$ cat config.mk
export PLATFORM = sky130hd
export DESIGN_NAME = instr_encoder
export DESIGN_NICKNAME = d
export VERILOG_FILES = /design/src/rtl/instr_encoder.sv
export SDC_FILE = /design/constraint.sdc
export NUM_CORES = 1
export LEC_CHECK = 0
export BUFFER_PORTS_ARGS = -buffer_cell sky130_fd_sc_hd__buf_2
export CAP_MARGIN = 20
export CORE_ASPECT_RATIO = 0.8
export CORE_MARGIN = 2
export CORE_UTILIZATION = 24
export DETAILED_ROUTE_END_ITERATION = 8
export PLACE_DENSITY = 0.49
export SETUP_SLACK_MARGIN = 0.4
export SYNTH_ARGS = -nofsm -noshare
export SYNTH_HDL_FRONTEND = slang
export SYNTH_SLANG_ARGS = --single-unit
$ cat constraint.sdc
create_clock -name clk -period 2.4 [get_ports clk]
set_clock_uncertainty 0.05 [all_clocks]
set_input_delay 0 -clock clk [delete_from_list [all_inputs] [get_ports clk]]
set_output_delay 0 -clock clk [all_outputs]
set_load 0.02 [all_outputs]
$ cat src/rtl/instr_encoder.sv
// instr_encoder: turns RV32I instruction descriptors into 32-bit words and writes them to instruction memory.
// Build macro INSTR_ENC_RANGE_CHECK_EN replaces out-of-range immediates with NOP and raises err.
module instr_encoder #(
  parameter int DEPTH    = 256,
  parameter int ADDR_W   = 8,
  parameter int PAD_NOPS = 4
) (
  input  logic              clk,
  input  logic              rst,
  input  logic              in_valid,
  output logic              in_ready,
  input  logic [3:0]        in_fmt,
  input  logic [4:0]        in_rd,
  input  logic [4:0]        in_rs1,
  input  logic [4:0]        in_rs2,
  input  logic [2:0]        in_funct3,
  input  logic              in_alt,
  input  logic [31:0]       in_imm,
  input  logic              finish,
  output logic              mem_we,
  input  logic              mem_ack,
  output logic [ADDR_W-1:0] mem_addr,
  output logic [31:0]       mem_wdata,
  output logic [ADDR_W:0]   count,
  output logic              full,
  output logic              done,
  output logic              err
);
  localparam logic [31:0] NOP   = 32'h0000_0013;
  localparam int          CNT_W = ADDR_W + 1;
  localparam int          PAD_W = $clog2(PAD_NOPS + 2);
  localparam logic [CNT_W-1:0] DEPTH_C = CNT_W'(DEPTH);
  localparam logic [CNT_W-1:0] LAST_C  = CNT_W'(DEPTH - 1);

  localparam logic [2:0] IDLE  = 3'd0;
  localparam logic [2:0] WRITE = 3'd1;
  localparam logic [2:0] PAD   = 3'd2;
  localparam logic [2:0] FULL  = 3'd3;
  localparam logic [2:0] DONE  = 3'd4;

  logic [2:0]       state;
  logic [PAD_W-1:0] pad_left;
  logic [31:0]      enc_word;
  logic             enc_illegal;
  logic             enc_fault;
  logic             is_shift;
  logic             last_slot;

  assign is_shift  = (in_funct3 == 3'b001) || (in_funct3 == 3'b101);
  assign last_slot = (count == LAST_C);

  always_comb begin
    enc_word    = NOP;
    enc_illegal = 1'b0;
    case (in_fmt)
      4'd0: enc_word = {1'b0, in_alt, 5'b0, in_rs2, in_rs1, in_funct3, in_rd, 7'b0110011};
      4'd1: begin
        if (is_shift)
          enc_word = {1'b0, in_alt, 5'b0, in_imm[4:0], in_rs1, in_funct3, in_rd, 7'b0010011};
        else
          enc_word = {in_imm[11:0], in_rs1, in_funct3, in_rd, 7'b0010011};
      end
      4'd2: enc_word = {in_imm[11:0], in_rs1, in_funct3, in_rd, 7'b0000011};
      4'd3: enc_word = {in_imm[11:5], in_rs2, in_rs1, in_funct3, in_imm[4:0], 7'b0100011};
      4'd4: enc_word = {in_imm[12], in_imm[10:5], in_rs2, in_rs1, in_funct3,
                        in_imm[4:1], in_imm[11], 7'b1100011};
      4'd5: enc_word = {in_imm[31:12], in_rd, 7'b0110111};
      4'd6: enc_word = {in_imm[31:12], in_rd, 7'b0010111};
      4'd7: enc_word = {in_imm[20], in_imm[10:1], in_imm[11], in_imm[19:12], in_rd, 7'b1101111};
      4'd8: enc_word = {in_imm[11:0], in_rs1, 3'b000, in_rd, 7'b1100111};
      default: enc_illegal = 1'b1;
    endcase
  end

`ifdef INSTR_ENC_RANGE_CHECK_EN
  // An immediate fits N signed bits when all bits from N-1 upward agree.
  logic fits12, fits13, fits21, range_bad;
  assign fits12 = (&in_imm[31:11]) | ~(|in_imm[31:11]);
  assign fits13 = (&in_imm[31:12]) | ~(|in_imm[31:12]);
  assign fits21 = (&in_imm[31:20]) | ~(|in_imm[31:20]);

  always_comb begin
    range_bad = 1'b0;
    case (in_fmt)
      4'd1:             range_bad = !fits12 || (is_shift && (in_imm[11:5] != 7'd0));
      4'd2, 4'd3, 4'd8: range_bad = !fits12;
      4'd4:             range_bad = !fits13 || in_imm[0];
      4'd5, 4'd6:       range_bad = (in_imm[11:0] != 12'd0);
      4'd7:             range_bad = !fits21 || in_imm[0];
      default:          range_bad = 1'b0;
    endcase
  end
  assign enc_fault = enc_illegal | range_bad;
`else
  assign enc_fault = enc_illegal;
`endif

  assign in_ready = !rst && (state == IDLE) && (count < DEPTH_C);
  assign mem_we   = (state == WRITE) || (state == PAD);
  assign full     = (state == FULL);
  assign done     = (state == DONE);

  always_ff @(posedge clk) begin
    if (rst) begin
      state     <= IDLE;
      mem_addr  <= '0;
      mem_wdata <= NOP;
      count     <= '0;
      err       <= 1'b0;
      pad_left  <= '0;
    end else begin
      case (state)
        IDLE: begin
          if (in_valid && (count < DEPTH_C)) begin
            mem_wdata <= enc_fault ? NOP : enc_word;
            err       <= err | enc_fault;
            state     <= WRITE;
          end else if (finish) begin
            mem_wdata <= NOP;
            pad_left  <= PAD_W'(PAD_NOPS);
            state     <= (PAD_NOPS == 0) ? DONE : PAD;
          end
        end
        WRITE: begin
          if (mem_ack) begin
            count <= count + CNT_W'(1);
            if (!last_slot) mem_addr <= mem_addr + ADDR_W'(1);
            state <= last_slot ? FULL : IDLE;
          end
        end
        PAD: begin
          if (mem_ack) begin
            count    <= count + CNT_W'(1);
            pad_left <= pad_left - PAD_W'(1);
            if (!last_slot) mem_addr <= mem_addr + ADDR_W'(1);
            if (last_slot || (pad_left == PAD_W'(1))) state <= DONE;
          end
        end
        FULL: begin
          if (finish) state <= DONE;
        end
        default: ;
      endcase
    end
  end
endmodule
# Word-level counts from Yosys, hierarchy flattened
# Cells that the tools add are included.
# Widths: inputs -> output; s select.
# classes
n_addsub,3
mul,0
n_div,0
n_lt_le_gt_ge,1
n_eq_ne,23
n_shift,0
muxes,17
n_bitwise,2
n_reduce_logical,20
# ops
operator,count
$pmux 32 s9,1
$mux 32,4
$mux 3,8
$eq 4x3->1 const B,4
$pmux 3 s4,1
$ne 2x2->1 const B,5
$add 9x1->9 const B,1
$eq 3x1->1 const B,3
$eq 9x8->1 const B,1
$lt 9x9->1 const B,1
$reduce_or 9->1,1
$add 8x1->8 const B,1
$eq 4x2->1 const B,2
$eq 3x2->1 const B,2
$eq 3x3->1 const B,2
$pmux 3 s2,1
$reduce_and 2->1,3
$reduce_and 6->1,1
$eq 4x1->1 const B,1
$eq 4x4->1 const B,1
$logic_not 4->1,1
$reduce_and 4->1,1
$reduce_bool 2->1,2
$reduce_bool 4->1,1
other kinds (13),17
# word_totals
register_bits,56
latchBits,0
ramBits,0
rom_bits,0
in_bits,60
elab_cells,72
memories,0

# Longest topological paths before layout
# Gate-level depths: netlist of the first run.
# depth
word_depth,6
mapped_depth,10
depth_no_buf,10

# Least setup slack after synthesis of the first run
# No wires, ideal clock.
# synth_timing
kind,reg-to-reg
from,register count[0]
to,register mem_addr[7]
arrival_time_ps,1911
t_required_ps,2222
slack_ps,311
stages_incl_launch_ff,10
n_path_buf,0
path_cell_list,dfxtp_1 ha_1 nand2_1 nor2_1 and3_1 ha_1 nor4_4 nand4_1 xor2_1 nor2_1
# synth_via
elab_chain_len,3
# synth_rtl
element,line,rtl
from (decl),24,"output logic [ADDR_W:0] count,"
from (signal assigned),126,count <= count + CNT_W'(1);
from (signal assigned),133,count <= count + CNT_W'(1);
$eq 9x8->1,50,assign last_slot = (count == LAST_C);
$not 1->1 (no source line),-,
$reduce_and 3->1 (no source line),-,
to (signal assigned),127,if (!last_slot) mem_addr <= mem_addr + ADDR_W'(1);
to (signal assigned),135,if (!last_slot) mem_addr <= mem_addr + ADDR_W'(1);
to (decl),22,"output logic [ADDR_W-1:0] mem_addr,"
# No other way between the ends.
# A chain may end at the register's enable or synchronous reset.

# Worst setup path after layout of the first run
# layout_timing
from,register count[0]
to,register state[1]
# layout_via
elab_chain_len,4
# layout_rtl
element,line,rtl
$lt 9x9->1 or $eq 9x8->1 (tied branches),"114, 50",
$logic_and 1x1->1 (tied with other cells),114,if (in_valid && (count < DEPTH_C)) begin
$ne 3x2->1 (no source line) (tied with other cells),-,
$reduce_and 6->1 (no source line) or $pmux 3 s4 (tied branches),-,
to (signal assigned),121,state <= (PAD_NOPS == 0) ? DONE : PAD;
to (signal assigned),128,state <= last_slot ? FULL : IDLE;
to (decl),41,logic [2:0] state;
# Parallel ways exist; a longest one is shown, timed or not. The select of a mux whose other input is x is not followed.

==> impl_results.md, run 1 <==
- WP buf/inv: 0
- Total CTS buffers: 5
- Clock sinks: 54
- Post-Synthesis Cells: 372
- Sequential share of the synthesized area: a little over a third
- First-pass GRT wire length: 15300 µm
- GRT Residual Overflow: 0
- Root buf cell: clkbuf_16
- Fin. max-slew vios: 0
- DR DRC count: 0
- Worst r2r src: count[0]
- Outcome: finished clean
- Commonest non-fill, non-tap cell in the layout: buf_2
- Reg-to-Reg End: state[1]
- Least-Margin Pin Slew: around 0.61 ns
- Main flop type after synthesis: dfxtp_1
- Cell Pwr Density: 782 mW/mm²
- Mapped Area: 0.00300 mm²
- Period utilization: 79.3%
- TritonCTS clock tree: done
- R2R setup slack: 0.50 ns
- Synth top area share: 36.0%
- Vias: 3167
- Layout cells sized above 1: a little under a third
- Filler cell count in the final layout: 1307
- CP peak stage delay: 0.37 ns
- Critical Path Start Type: flop
- WHS Path Cells: 3
- Crit path max-delay family: compound AO/OA/AOI/OAI gates
- Max-cap viol count: 0
- Min-Delay Endpoint: mem_wdata[22]
- Initial cell density of the core: 24.6%
- Core area: around 0.012 mm²
- Setup_tns: 0 ns
- Worst Reg-to-Reg Cells: 10
- Final setup viols: 0
- Crit path cell chain: ha_4, nand2_2, nor2_4, and3_4, ha_4, nor2_1, a31oi_1, o211ai_1, a221oi_2, a211oi_1
- Port buffer count: 111
- Synth warnings: 0
- Synth Register Bits: 54
- Average wire per standard cell: between 10 and 15 µm
- Vias in the first global route: 3054
- Post-synth ARST share: 0%
- Initial DRC count: 156
- Leading cell types by total area after synthesis: dfxtp_1 36%, nor2_1 5.8%, nand2_1 5.4%
- Critical path's slowest cell: dfxtp_4
- Maximum buffer depth of the clock tree: 2
- Clk slew on worst S/H paths: about 0.07 ns
- Slew HR: 58.9%
- Post-layout util: 35.0%
- Number of synthesized flops with an enable pin: 0
- Most frequent cells in the layout: 111 x buf_2, 51 x dfxtp_1, 45 x nor2_1
- WHS: 0.00626 ns
- Area of the multi-input gates: between 0.0015 and 0.002 mm²
- Mapped Avg Cell Area: 8.07 µm²
- H-Tree Depth: 2
- WP data arrival: between 2 and 2.5 ns
- Final hold violation count: 0
- Routed WL: 9470 µm
- RSZ-0062 raised after global routing: yes
- Worst-skew pair later-pin latency: 0.30 ns
- Tot GR Track Use: 14.1%
- VDD IR max: 0.301 mV
- Static leakage: 1.84 nW
- HP Class: primary input to flop
- Largest net degree at the start of global routing: 26
- Pre-antenna DRT Iters: 7
- Setup ws final: ~0.50 ns
- Detail Placement HPWL: between 7000 and 8000 µm
- Inserted Diodes: 0
- Net count, final: 570
- Final Wtd Congestion: 0.828
- CP Capture Type: flop
- WP data required: 2.52 ns
- Period minus WS final: 1.90 ns
- Initial antenna violation count: 0
- Crit Path Category: flop to flop
- Die Span X: 129 µm
- Crit path top cell by count: ha_4
- Die Area: 0.0134 mm²
- Die H: about 100 µm
- CP Max Fanout: 4
- Pre-CTS setup slack: 0.301 ns
- Largest area contributor in the netlist: dfxtp_1
- Register area: 0.00109 mm²
- Yosys cell types: 53
- Pwr Total: 0.00334 W
- Hold path start: in_imm[2]
- Routed Antenna Nets: 0
- Fmax: 526 MHz
- Via/cell ratio: 4.68
- I/O pin total: 114
- P&R area growth vs syn: 42.4%
- Std cell rows: 36
[registers in the layout, indices dropped and copies added (netlist names)]
name,cells
mem_addr,8
count,9
err,1
pad_left,3
mem_wdata,30
state,3
[synthesized netlist by cell type, types with 3 or more instances]
| master | number |
|---|---|
| dfxtp_1 | 54 |
| nor2_1 | 46 |
| nand2_1 | 43 |
| a22oi_1 | 12 |
| clkbuf_1 | 12 |
| inv_1 | 11 |
| o21ai_1 | 11 |
| xor2_1 | 11 |
| buf_2 | 9 |
| nand2b_1 | 9 |
| nand3_1 | 9 |
| a21o_1 | 8 |
| a21oi_1 | 8 |
| a222oi_1 | 8 |
| nor2b_1 | 8 |
| nor3_1 | 8 |
| o21ai_0 | 8 |
| xnor2_1 | 8 |
| a221oi_1 | 7 |
| o22ai_1 | 7 |
| a31oi_1 | 6 |
| nand4_1 | 6 |
| a22o_1 | 5 |
| ha_1 | 5 |
| mux2_2 | 5 |
| mux2i_1 | 5 |
| and2_1 | 3 |
| and3_1 | 3 |
| buf_1 | 3 |
| buf_4 | 3 |
[layer usage]
layer	vias up	share of wire, %	global-route usage (%)
met5	-	0	0
met1	1449	49	20.3
met4	0	1.7	4.27
li1	1599	-	-
met2	106	43	21.2
met3	13	5.9	2.73
[worst reg2reg max path, delay by kind of cell (launching register included)]
kind | cells | cell delay (ns)
AO/OA/AOI/OAI | 4 | 0.65
AND/OR/NAND/NOR | 4 | 0.41
flip-flops | 1 | 0.37
adder cells (fa/ha/maj) | 2 | 0.29
[cells by family (layout without fill, tap and decap cells)]
logic type	Yosys count	count (layout)	synth area share [%]
simple gates	147	147	23.8
other cells	1	2	0.125
mux	10	10	3.54
xor+xnor	19	19	5.54
buf+inv	38	171	5.50
flops	54	54	36.0
fa+ha+maj	5	5	2.08
compound gates	98	98	23.4
[metrics by stage]
step	cells	area, µm²
global route	677	4270
global placement	637	3720
CTS	675	4200
detailed placement	637	3720
finish	677	4270
floorplan	373	3010
[worst max path at each step]
| stage | from | endpoint | slack, ns | cells after the start |
|---|---|---|---|---|
| after detailed placement | count[0] | mem_addr[7] | 0.30 | 9 |
| after floorplan | count[0] | mem_addr[7] | 0.41 | 9 |
| after CTS | count[0] | state[1] | 0.41 | 10 |
| after global routing | count[0] | state[1] | 0.36 | 10 |
| after global placement | count[0] | mem_addr[7] | 0.31 | 9 |
| final | count[0] | state[1] | 0.50 | 10 |
[power by group]
| group | internal (W) | total [W] | switching [W] |
|---|---|---|---|
| Sequential | 0.00102 | 0.00113 | 0.000107 |
| Combinational | 0.000559 | 0.00138 | 0.000818 |
| Clock | 0.000494 | 0.000840 | 0.000346 |
[layout make-up]
class	count	share of cell area, %
Clock buffer	6	3.02
Clock inverter	2	0.878
Inverter	11	0.966
Multi-Input combinational cell	281	42.8
Sequential cell	54	25.5
Tap cell	171	5.01
Timing Repair Buffer	152	21.9
[repair_timing]
item	4_1_cts	5_1_grt
hold endpoints to repair	17	0
hold buffers	27	0
setup endpoints to repair	8	27
buffers inserted	3	2
cloned	0	0
resized for setup	3	17
pin swaps	2	5
(Power assumes the default switching activity.)
==> run 2, diff against run 1 <==
--- a/config.mk
+++ b/config.mk
@@ -11,7 +11,7 @@
 export CORE_MARGIN = 2
 export CORE_UTILIZATION = 24
 export DETAILED_ROUTE_END_ITERATION = 8
-export PLACE_DENSITY = 0.49
+export PLACE_DENSITY = 0.51
 export SETUP_SLACK_MARGIN = 0.4
 export SYNTH_ARGS = -nofsm -noshare
 export SYNTH_HDL_FRONTEND = slang
==> constraint.sdc (replaced) <==
create_clock -name clk -period 1.6 [get_ports clk]
set_clock_uncertainty 0.05 [all_clocks]
set_input_delay 0 -clock clk [delete_from_list [all_inputs] [get_ports clk]]
set_output_delay 0 -clock clk [all_outputs]
set_load 0.02 [all_outputs]
==> impl_results.md, run 2 (synthesis gave the netlist of run 1 again) <==
- Outcome: finished, violations left
- Failing checks: setup timing
- Worst r2r src: count[1]
- Port buffer count: 111
- Largest register FFs: 30
- Largest net degree at the start of global routing: 27
- Cell internal pwr: 0.00407 W
- Period minus WS final: 1.81 ns
- Fmax: between 500 and 600 MHz
- Net Sw Frac: 38.4%
- Clock sinks: 54
- Max-cap viol count: 0
- Critical Path Start Type: flop
- Pre-CTS setup slack: -0.305 ns
- Reg-to-Reg End: state[1]
- Maximum buffer depth of the clock tree: 2
- H-Tree Depth: 2
- Routed WL: 10700 µm
- Detail Placement HPWL: 7600 µm
- Final hold violation count: 0
- Least-Margin Pin Slew: around 0.58 ns
- Fin. max-slew vios: 0
- Initial DRC count: 184
- Die Span X: ~130 µm
- Setup ws final: -0.206 ns
- Min-Delay Endpoint: mem_wdata[14]
- Std cell rows: 36
- Switching power: ~0.0025 W
- Total CTS buffers: 5
- Tot GR Track Use: between 10% and 20%
- Inserted Diodes: 0
- GRT Residual Overflow: 0
- R2R setup slack: -0.21 ns
- Layout cells sized above 1: between 40% and 50%
- Cell Pwr Density: 1270 mW/mm²
- Post-layout util: 42.7%
- DR DRC count: 0
- Clk slew on worst S/H paths: ~0.080 ns
- Pwr Total: 0.00661 W
- Worst-skew pair later-pin latency: between 0.2 and 0.3 ns
- TritonCTS clock tree: done
- Period utilization: 113%
- Core area: 0.0122 mm²
- Root buf cell: clkbuf_16
- RSZ-0062 raised after global routing: yes
- Crit Path Category: flop to flop
- Top flop regs: mem_wdata: 30 flops, count: 9 flops, mem_addr: 8 flops
- I/O pin total: 114
- WP data required: 1.71 ns
- WHS Path Cells: 4
- Average wire per standard cell: 14.7 µm
- Hold path start: in_imm[14]
- CP Capture Type: flop
- Combinational share of power: 57.2%
- Filler cell count in the final layout: around 1200
- Reg with most FFs: mem_wdata
- Initial cell density of the core: about 25%
- Die Area: 0.0134 mm²
- HP Class: primary input to flop
- Slew HR: 60.8%
- Net count, final: 618
- Static leakage: 2.28 nW
- Most frequent cells in the layout: 107 x buf_2, 43 x dfxtp_1, 39 x nor2_1
- Vias: 3414
- Via/cell ratio: ~4.7
- Commonest non-fill, non-tap cell in the layout: buf_2
- Register share of total power: 26.1%
- First-pass GRT wire length: 17200 µm
- Worst Reg-to-Reg Cells: 10
- WP data arrival: 1.92 ns
- Routed Antenna Nets: 0
- Initial antenna violation count: 2
- P&R area growth vs syn: 73.6%
- VDD IR max: 0.529 mV
- Pre-antenna DRT Iters: 8
- Die H: 104 µm
- Final Wtd Congestion: 0.818
- Vias in the first global route: 3395
- Final setup viols: 26
- CP Max Fanout: 4
- Clock share of power: between 10% and 20%
[run 2: cell types whose count changed in the layout (fill, tap and decap cells not counted), sizes merged]
cell,previous run,this run
clkbuf,6,5
buf,125,173
clkinvlp,1,0
clkinv,0,3
bufinv,1,0
[run 2: power groups by stage]
stage | sequential (W) | clock, W | combinational, W
after global placement | 0.00174 | 0 | 0.00241
after global routing | 0.00175 | 0.00121 | 0.00406
after floorplan | 0.00191 | 0 | 0.00145
after CTS | 0.00172 | 0.00114 | 0.00344
after detailed placement | 0.00175 | 0 | 0.00244
final | 0.00173 | 0.00110 | 0.00378
[run 2: timing repair]
| action | CTS | global route |
|---|---|---|
| setup buffers | 16 | 8 |
| hold buffers | 27 | 0 |
| gates resized for setup | 83 | 24 |
| endpoints found under the setup margin | 58 | 58 |
| endpoints found under the hold margin | 18 | 0 |
| pin swaps | 43 | 20 |
| cloned | 1 | 0 |
[run 2: per-stage QoR]
step                      setup TNS [ns]  std cells  hold WS, ns  instance area, µm²
after floorplan                    -2.35        373       0.0598                3250
final                              -2.83        725       0.0157                5210
after global placement             -2.54        665        0.144                4160
after CTS                          -2.17        717       0.0189                5040
after detailed placement           -2.84        665        0.150                4160
after global routing               -5.42        725       0.0469                5210
[run 2: worst max-delay path by stage]
stage / cells after the start / slack (ns) / from / endpoint
3_3_place_gp: 10 / -0.24 / count[1] / mem_addr[4]
5_1_grt: 10 / -0.33 / count[1] / state[1]
2_1_floorplan: 9 / -0.28 / count[1] / mem_addr[5]
4_1_cts: 10 / -0.27 / count[1] / state[1]
6_report: 10 / -0.21 / count[1] / state[1]
3_5_place_dp: 10 / -0.31 / count[1] / state[1]
[run 2: area by class of cell]
cell class | instances | area (µm²) | area share [%]
sequential | 54 | 1110 | 21.3
clock inverter | 3 | 21.3 | 0.408
tap | 171 | 214 | 4.11
inverter | 11 | 48.8 | 0.937
clock buffer | 5 | 125 | 2.40
multi-input combinational | 281 | 2200 | 42.3
timing repair buffer | 200 | 1490 | 28.5
[run 2: metal layers]
| layer | vias to the layer above | global-route usage, % | share of wire [%] |
|---|---|---|---|
| met5 | - | 0 | 0.20 |
| met4 | 4 | 3.11 | 1.3 |
| met3 | 14 | 4.06 | 6.6 |
| met2 | 114 | 23.9 | 43 |
| met1 | 1582 | 22.8 | 49 |
| li1 | 1700 | - | - |
[run 2: worst max-delay path, cell delays in order (launching register included)]
cell and delay (ns):
dfxtp_4 0.36, ha_4 0.14, nand2_4 0.05, nor2_4 0.08
and3_4 0.19, ha_4 0.15, nor2_1 0.04, a31oi_1 0.12
o211ai_1 0.20, a221oi_2 0.24, a211oi_1 0.06
